### config.mk
export PLATFORM = sky130hd
export DESIGN_NAME = dm_port_arbiter
export DESIGN_NICKNAME = d
export VERILOG_FILES = /design/src/rtl/dm_port_arbiter.sv
export SDC_FILE = /design/constraint.sdc
export NUM_CORES = 1
export LEC_CHECK = 0
export ABC_AREA = 1
export CAP_MARGIN = 20
export CELL_PAD_IN_SITES_DETAIL_PLACEMENT = 0
export CELL_PAD_IN_SITES_GLOBAL_PLACEMENT = 1
export CORE_MARGIN = 4
export CORE_UTILIZATION = 19
export CTS_BUF_LIST = sky130_fd_sc_hd__clkbuf_4
export DETAILED_ROUTE_END_ITERATION = 10
export PLACE_DENSITY = 0.81
export SYNTH_ARGS = -nofsm -noshare
export SYNTH_HDL_FRONTEND = slang
export SYNTH_SLANG_ARGS = --single-unit
### constraint.sdc
create_clock -name clk -period 2.13 [get_ports clk]
set_input_delay 0.213 -clock clk [delete_from_list [all_inputs] [get_ports clk]]
set_output_delay 0.213 -clock clk [all_outputs]
set_load 0.005 [all_outputs]
### src/rtl/dm_port_arbiter.sv
// rtl/dm_port_arbiter.sv - two-port round-robin arbiter in front of the single-port word data memory
// One access per grant: drive memory in the grant cycle, ack/err pulse in the following RESP cycle.
module dm_port_arbiter #(
    parameter int DEPTH = 3072,
    parameter int IDX_W = 12
) (
    input  logic        clk,
    input  logic        reset,
    input  logic        req0,
    input  logic        we0,
    input  logic [31:0] addr0,
    input  logic [31:0] wdata0,
    input  logic [31:0] pc0,
    input  logic        req1,
    input  logic        we1,
    input  logic [31:0] addr1,
    input  logic [31:0] wdata1,
    output logic        ack0,
    output logic        err0,
    output logic [31:0] rdata0,
    output logic        ack1,
    output logic        err1,
    output logic [31:0] rdata1,
    output logic [31:0] mem_addr,
    output logic [31:0] mem_wdata,
    output logic        mem_we,
    output logic [31:0] mem_pc,
    input  logic [31:0] mem_rdata,
    output logic        busy
);

    typedef enum logic {S_IDLE, S_RESP} state_t;

    localparam logic [31:0] ADDR_LIMIT = 32'(DEPTH * 4);

    state_t      state_q, state_d;
    logic        prio_q, prio_d;
    logic        win_q, win_d;
    logic        ok_q, ok_d;
    logic [31:0] rdata0_q, rdata0_d;
    logic [31:0] rdata1_q, rdata1_d;

    logic        win;
    logic        w_we;
    logic        w_ok;
    logic [31:0] w_addr;
    logic [31:0] w_wdata;

    assign rdata0 = rdata0_q;
    assign rdata1 = rdata1_q;

    always_comb begin
        state_d   = state_q;
        prio_d    = prio_q;
        win_d     = win_q;
        ok_d      = ok_q;
        rdata0_d  = rdata0_q;
        rdata1_d  = rdata1_q;
        ack0      = 1'b0;
        err0      = 1'b0;
        ack1      = 1'b0;
        err1      = 1'b0;
        busy      = 1'b0;
        mem_addr  = 32'd0;
        mem_wdata = 32'd0;
        mem_we    = 1'b0;
        mem_pc    = 32'd0;

        // Contention is settled by the pointer; a lone requester always wins.
        win     = (req0 && req1) ? prio_q : req1;
        w_we    = win ? we1 : we0;
        w_addr  = win ? addr1 : addr0;
        w_wdata = win ? wdata1 : wdata0;
        w_ok    = (w_addr[1:0] == 2'b00) && (w_addr < ADDR_LIMIT);

        case (state_q)
            S_IDLE: begin
                if (req0 || req1) begin
                    mem_addr  = {{(30 - IDX_W){1'b0}}, w_addr[IDX_W+1:2], 2'b00};
                    mem_wdata = w_wdata;
                    mem_pc    = win ? 32'd0 : pc0;
                    mem_we    = w_we && w_ok;
                    win_d     = win;
                    ok_d      = w_ok;
                    prio_d    = ~win;
                    state_d   = S_RESP;
                    if (!w_we && w_ok) begin
                        if (win) rdata1_d = mem_rdata;
                        else     rdata0_d = mem_rdata;
                    end
                end
            end
            S_RESP: begin
                busy    = 1'b1;
                ack0    = ok_q  && !win_q;
                err0    = !ok_q && !win_q;
                ack1    = ok_q  && win_q;
                err1    = !ok_q && win_q;
                state_d = S_IDLE;
            end
            default: state_d = S_IDLE;
        endcase

        // Reset wins over everything visible, including a response already in flight.
        if (reset) begin
            ack0      = 1'b0;
            err0      = 1'b0;
            ack1      = 1'b0;
            err1      = 1'b0;
            busy      = 1'b0;
            mem_addr  = 32'd0;
            mem_wdata = 32'd0;
            mem_we    = 1'b0;
            mem_pc    = 32'd0;
        end
    end

    always_ff @(posedge clk) begin
        if (reset) begin
            state_q  <= S_IDLE;
            prio_q   <= 1'b0;
            win_q    <= 1'b0;
            ok_q     <= 1'b0;
            rdata0_q <= 32'd0;
            rdata1_q <= 32'd0;
        end else begin
            state_q  <= state_d;
            prio_q   <= prio_d;
            win_q    <= win_d;
            ok_q     <= ok_d;
            rdata0_q <= rdata0_d;
            rdata1_q <= rdata1_d;
        end
    end

endmodule

## Yosys cells after proc, flatten, opt, wreduce, memory -nomap -nowiden

Cells that the tools add are included.

| storage, ports and cells | value |
|---|---|
| flip-flop bits (word level) | 68 |
| memories | 0 |
| output and inout port bits | 166 |
| bits in read-only memories | 0 |
| memory bits (writable) | 0 |
| latch bits | 0 |

| cells by class | value |
|---|---|
| add/subtract/negate cells | 0 |
| multiply operators | 0 |
| equality and inequality tests | 0 |
| $lt $le $gt $ge | 1 |
| multiplexer cells | 29 |
| div/mod/pow operators | 0 |
| reductions and logical operators | 16 |
| bitwise logic cells | 2 |
| shift-type cells | 0 |

Operators with widths:

| kind | number |
|---|---|
| 2-to-1 mux 32 bit | 10 |
| < comparator 32 x 14 -> 1 bit (second input constant) | 1 |
| 2-to-1 mux 14 bit | 2 |
| 2-to-1 mux 1 bit | 16 |
| logical AND 1 bit | 8 |
| AND reduction 4 bit | 2 |
| zero test 1 bit | 3 |
| zero test 2 bit | 1 |
| inverter 1 bit | 2 |
| one-hot mux 1 bit (2 select lines) | 1 |
| AND reduction 2 bit | 1 |
| logical OR 1 bit | 1 |

## Logic depth before layout (Yosys ltp)

| logic depth | value |
|---|---|
| depth in word-level cells | 9 |
| gate-level depth with buffers | 13 |
| depth with buffers taken out | 12 |

## Worst setup path after synthesis

No wires, ideal clock.

| timing | value |
|---|---|
| path type | register to register |
| start | register prio_q |
| end | register rdata0_q[0] (netlist: rdata0[0]) |
| library setup time | 0.113 ns |
| cell stages (with the launch flop) | 10 |
| arrival | 1.381 ns |
| data required time | 2.017 ns |
| period minus slack after synthesis | 1.494 ns |
| slack | 0.636 ns |
| path through | dfxtp_1 > inv_2 > nand2_2 > nand2_4 > or2_1 > o21ai_2 > nand4_4 > buf_2 > nor2_1 > nor2_1 |

| on the way | value |
|---|---|
| cells in the longest elaborated chain, start to end | 6 |
| elaborated cells on any way between the ends | 10 |
| those cells by class | order compare (1); mux (3); bitwise (1); reduce/logical (5) |

Ends and longest elaborated chain:

| what | line | text |
|---|---|---|
| start: declaration | 37 | `logic prio_q, prio_d;` |
| start signal: assignment | 128 | `prio_q <= prio_d;` |
| 2-to-1 mux 1 bit * | 70 | `win = (req0 && req1) ? prio_q : req1;` |
| 2-to-1 mux 32 bit | 72 | `w_addr = win ? addr1 : addr0;` |
| < comparator 32 x 14 -> 1 bit / zero test 2 bit (equally long branches) | 74 | `w_ok = (w_addr[1:0] == 2'b00) && (w_addr < ADDR_LIMIT);` |
| logical AND 1 bit | 74 |  |
| logical AND 1 bit | 87 | `if (!w_we && w_ok) begin` |
| AND reduction 4 bit (no line) * | n/a |  |
| end signal: assignment | 131 | `rdata0_q <= rdata0_d;` |
| end: declaration | 40 | `logic [31:0] rdata0_q, rdata0_d;` |

Mark *: on every way between the ends. The rest lies on a longest branch, timed or not.
A chain may end at the register's enable or synchronous reset.

## Worst setup path in the final report

| timing | value |
|---|---|
| start | register state_q |
| end | output port mem_wdata[4] |

| on the way | value |
|---|---|
| cells in the longest elaborated chain, start to end | 2 |

Ends and longest elaborated chain:

| what | line | text |
|---|---|---|
| start: declaration | 36 | `state_t state_q, state_d;` |
| start signal: assignment | 127 | `state_q <= state_d;` |
| 2-to-1 mux 32 bit | 76 | `case (state_q)` |
| 2-to-1 mux 32 bit | 105 | `if (reset) begin` |
| end: declaration | 25 | `output logic [31:0] mem_wdata,` |

Every way passes these cells.

==> flow_summary_export.csv <==
group,metric,value,unit
critical_path,path_class,"reg2out",
sta,grt_setup_unrepaired,"true",
clock_network,cts.root.buffer_cell,"sky130_fd_sc_hd__clkbuf_4",
synthesis,async_flop_share,0,%
status,run_status,"finished, final reports clean",
global_routing,grt_first_pass_wirelength,29.2,mm
floorplanning,pin_count,364,
finish,fillerInstances,2233,
routing,post-route-drc-count,0,
critical_path,path_max_fanout,10,
global_routing,track_usage,15.5,%
power,pwr_density_cell,379,nW/um2
clock_network,ctsHtreeMaxLevel,3,
clock_network,cts_tree,"done",
floorplanning,die_width,154,um
synthesis,synthesis.area_per_instance,5.67,um2
finish,layout-drive-gt1-share,14.0,%
routing,num_vias,5450,
clock_network,clock-sinks,68,
floorplanning,core_area,21000,um2
global_routing,grt_pass1_vias,5263,
clock_network,worstSkewPairLatency,430,ps
clock_network,cts.hold.buffers_added,0,
synthesis,synth.top_cells.by_area,"sky130_fd_sc_hd__dfxtp_1 (33%), sky130_fd_sc_hd__nor2_1 (25%), sky130_fd_sc_hd__nand2_1 (16%)",
critical_path,critPathLaunchType,"flip-flop",
finish,number_of_nets_in_the_finished_design,1299,
global_routing,grtUsageMet2,27.0,%
floorplanning,die_height,154,um
synthesis,synthDominantCellAreaShare,33.5,%
routing,initialDrtViolationCount,187,
synthesis,synth_seq_cells,68,
synthesis,synthesis.area,4070,um2
sta,slew_violations,0,
placed_design,port-buffer-count,343,
sta,layout_min_cycle_time,2100,ps
critical_path,cp_max_delay_cell,"sky130_fd_sc_hd__dfxtp_2",
global_routing,antenna_found_initial,1,
floorplanning,initial_core_util,19.4,%
routing,detailed_routing_iterations_pass_1,4,
worst_hold_path,hold_path.class,"in2reg",
clock_network,cts_made_buffers,9,
synthesis,synth_cell_type_count,25,
critical_path,critical_path.cell_chain,"inv_2, o21ai_2, nor2_4, buf_4, buf_4, clkbuf_16, o21ai_1, nor2_1, dlygate4sd2_1",
synthesis,synthFlopType,"sky130_fd_sc_hd__dfxtp_1",
global_routing,grt.overflow.total,0,
finish,highest_count_cells_in_the_layout_ignoring_fill_and_taps,"sky130_fd_sc_hd__nor2_1 (270), sky130_fd_sc_hd__clkdlybuf4s50_1 (260), sky130_fd_sc_hd__nand2_1 (171)",
sta,report.final.hold_viol_count,0,
critical_path,timing.critical_path.to_type,"primary output",
global_routing,grt_start_max_net_pins,65,
finish,antenna_cells_inserted,0,
global_routing,grt_most_used_layer,"met2",
sta,final_cycle_share,98.6,%
sta,setup-violations-final,0,
critical_path,arrival,1890,ps
global_routing,globalRouteMet1Util,18.4,%
placed_design,place.detailed.hpwl,15.2,mm
critical_path,slowest_delay,350,ps
synthesis,synthesis.yosys.warnings,0,
synthesis,cell_type_with_the_highest_aggregate_area_in_the_netlist,"sky130_fd_sc_hd__dfxtp_1",
floorplanning,fp-row-count,53,
synthesis,syn-instance-count,717,
critical_path,timing.critical_path.required,1920,ps
routing,postRouteWirelength,19.7,mm
routing,routed_wire_length_per_instance,14.2,um
clock_network,cts.clk_slew.worst_paths,120,ps
flow_run,cap_violations,0,
sta,final_setup_skew,16.5,ps
floorplanning,die_outline_area,23800,um2
clock_network,max-clock-path-buffers,2,
finish,mostFrequentLayoutCell,"sky130_fd_sc_hd__nor2_1",
placed_design,gp_congestion,0.910,
critical_path,crit_path_frequent_cell,"sky130_fd_sc_hd__buf_4",
synthesis,synth_enable_flop_cells,0,
finish,fin_area,8410,um2
finish,syn2layout_area_growth,107,%
global_routing,grtUsageMet3,5.18,%
synthesis,ys_seq_area_share,33.5,%
sta,clock.fmax,476,MHz
routing,route.antenna.remaining_nets,0,
power,fin_total_pwr,3180,uW
placed_design,place_area,8020,um2
routing,viasPerCell,3.95,
power,max-vdd-ir-drop,0.215,mV
power,cellLeakagePower,0.00422,uW
==> synth_stat cells, types with 2 or more instances <==
cell / n
sky130_fd_sc_hd__nor2_1: 273
sky130_fd_sc_hd__nand2_1: 175
sky130_fd_sc_hd__dfxtp_1: 68
sky130_fd_sc_hd__inv_1: 68
sky130_fd_sc_hd__o21ai_1: 31
sky130_fd_sc_hd__clkbuf_1: 24
sky130_fd_sc_hd__buf_4: 20
sky130_fd_sc_hd__o21ai_0: 13
sky130_fd_sc_hd__nand3_1: 7
sky130_fd_sc_hd__buf_2: 6
sky130_fd_sc_hd__buf_6: 6
sky130_fd_sc_hd__inv_2: 5
sky130_fd_sc_hd__nor4_1: 4
sky130_fd_sc_hd__buf_1: 3
sky130_fd_sc_hd__a21oi_1: 2
sky130_fd_sc_hd__nand2_2: 2
sky130_fd_sc_hd__nand4_4: 2
==> per-stage QoR <==
stage / TNS, ps / hold WS [ps] / std cells / utilization [%] / worst slack, ps
6_report: 0 / 377 / 1381 / 40.0 / 29.5
5_1_grt: -449 / 334 / 1381 / 40.0 / -100
4_1_cts: -1990 / 321 / 1363 / 39.4 / -193
3_5_place_dp: -14780 / 494 / 1340 / 38.1 / -197
3_3_place_gp: -17480 / 493 / 1340 / 38.1 / -225
2_1_floorplan: 0 / 348 / 736 / - / 636
==> routing by layer <==
metal | vias up | part of all wire [%] | wire (um)
met4 | 0 | 1.6 | 310
met1 | 2352 | 40 | 7900
met2 | 213 | 49 | 9700
met5 | - | 0 | 0
met3 | 26 | 9.0 | 1770
li1 | 2859 | - | -
==> power breakdown <==
| group | internal [uW] | total, uW | switching [uW] |
|---|---|---|---|
| Sequential | 1280 | 1280 | 3.73 |
| Clock | 378 | 859 | 481 |
| Combinational | 640 | 1040 | 402 |
| Total | 2300 | 3180 | 887 |
==> flip-flops by register name, indices dropped and copies added, names as in the netlist <==
signal,count
rdata0,32
rdata1,32
ok_q,1
prio_q,1
state_q,1
win_q,1
==> layout make-up <==
type                    instances  area (um2)  share of cell area, %
inverters                      73         282                   3.35
well taps                     275         344                   4.09
flip-flops and latches         68        1370                   16.3
clock buffers                  11        82.6                  0.982
multi-input cells             537        2250                   26.7
repair buffers                412        4030                   48.0
clock inverters                 5        52.6                  0.625
==> cells by family (layout without fill, tap and decap cells) <==
logic type             Yosys count  count (layout)  synth area share [%]
AOI/OAI and AO/OA               49              49                  6.24
DFF                             68              68                  33.5
and+or+nand+nor                467             468                  44.9
other                            1              20                0.0922
buffers and inverters          132             501                  15.3
==> worst max-delay path, delay by kind of cell, from the launching register on <==
family,cells,cell delay [ps]
DFF,1,350
and+or+nand+nor,2,250
buffers and inverters,5,720
AOI/OAI and AO/OA,2,130
==> repair_timing <==
item	4_1_cts	5_1_grt
resized for setup	112	99
cloned	3	2
setup buffers	4	16
setup endpoints to repair	81	57
pin swaps	3	6
==> final timing paths <==
check,from,endpoint,slack (ps),cells after the start
worst max register to register,prio_q,rdata1[3],160,13
worst min register to register,prio_q,prio_q,500,2
worst max-delay path,state_q,mem_wdata[4],30,9
worst min-delay path,mem_rdata[17],rdata1[17],380,3
(Power assumes the default switching activity.)
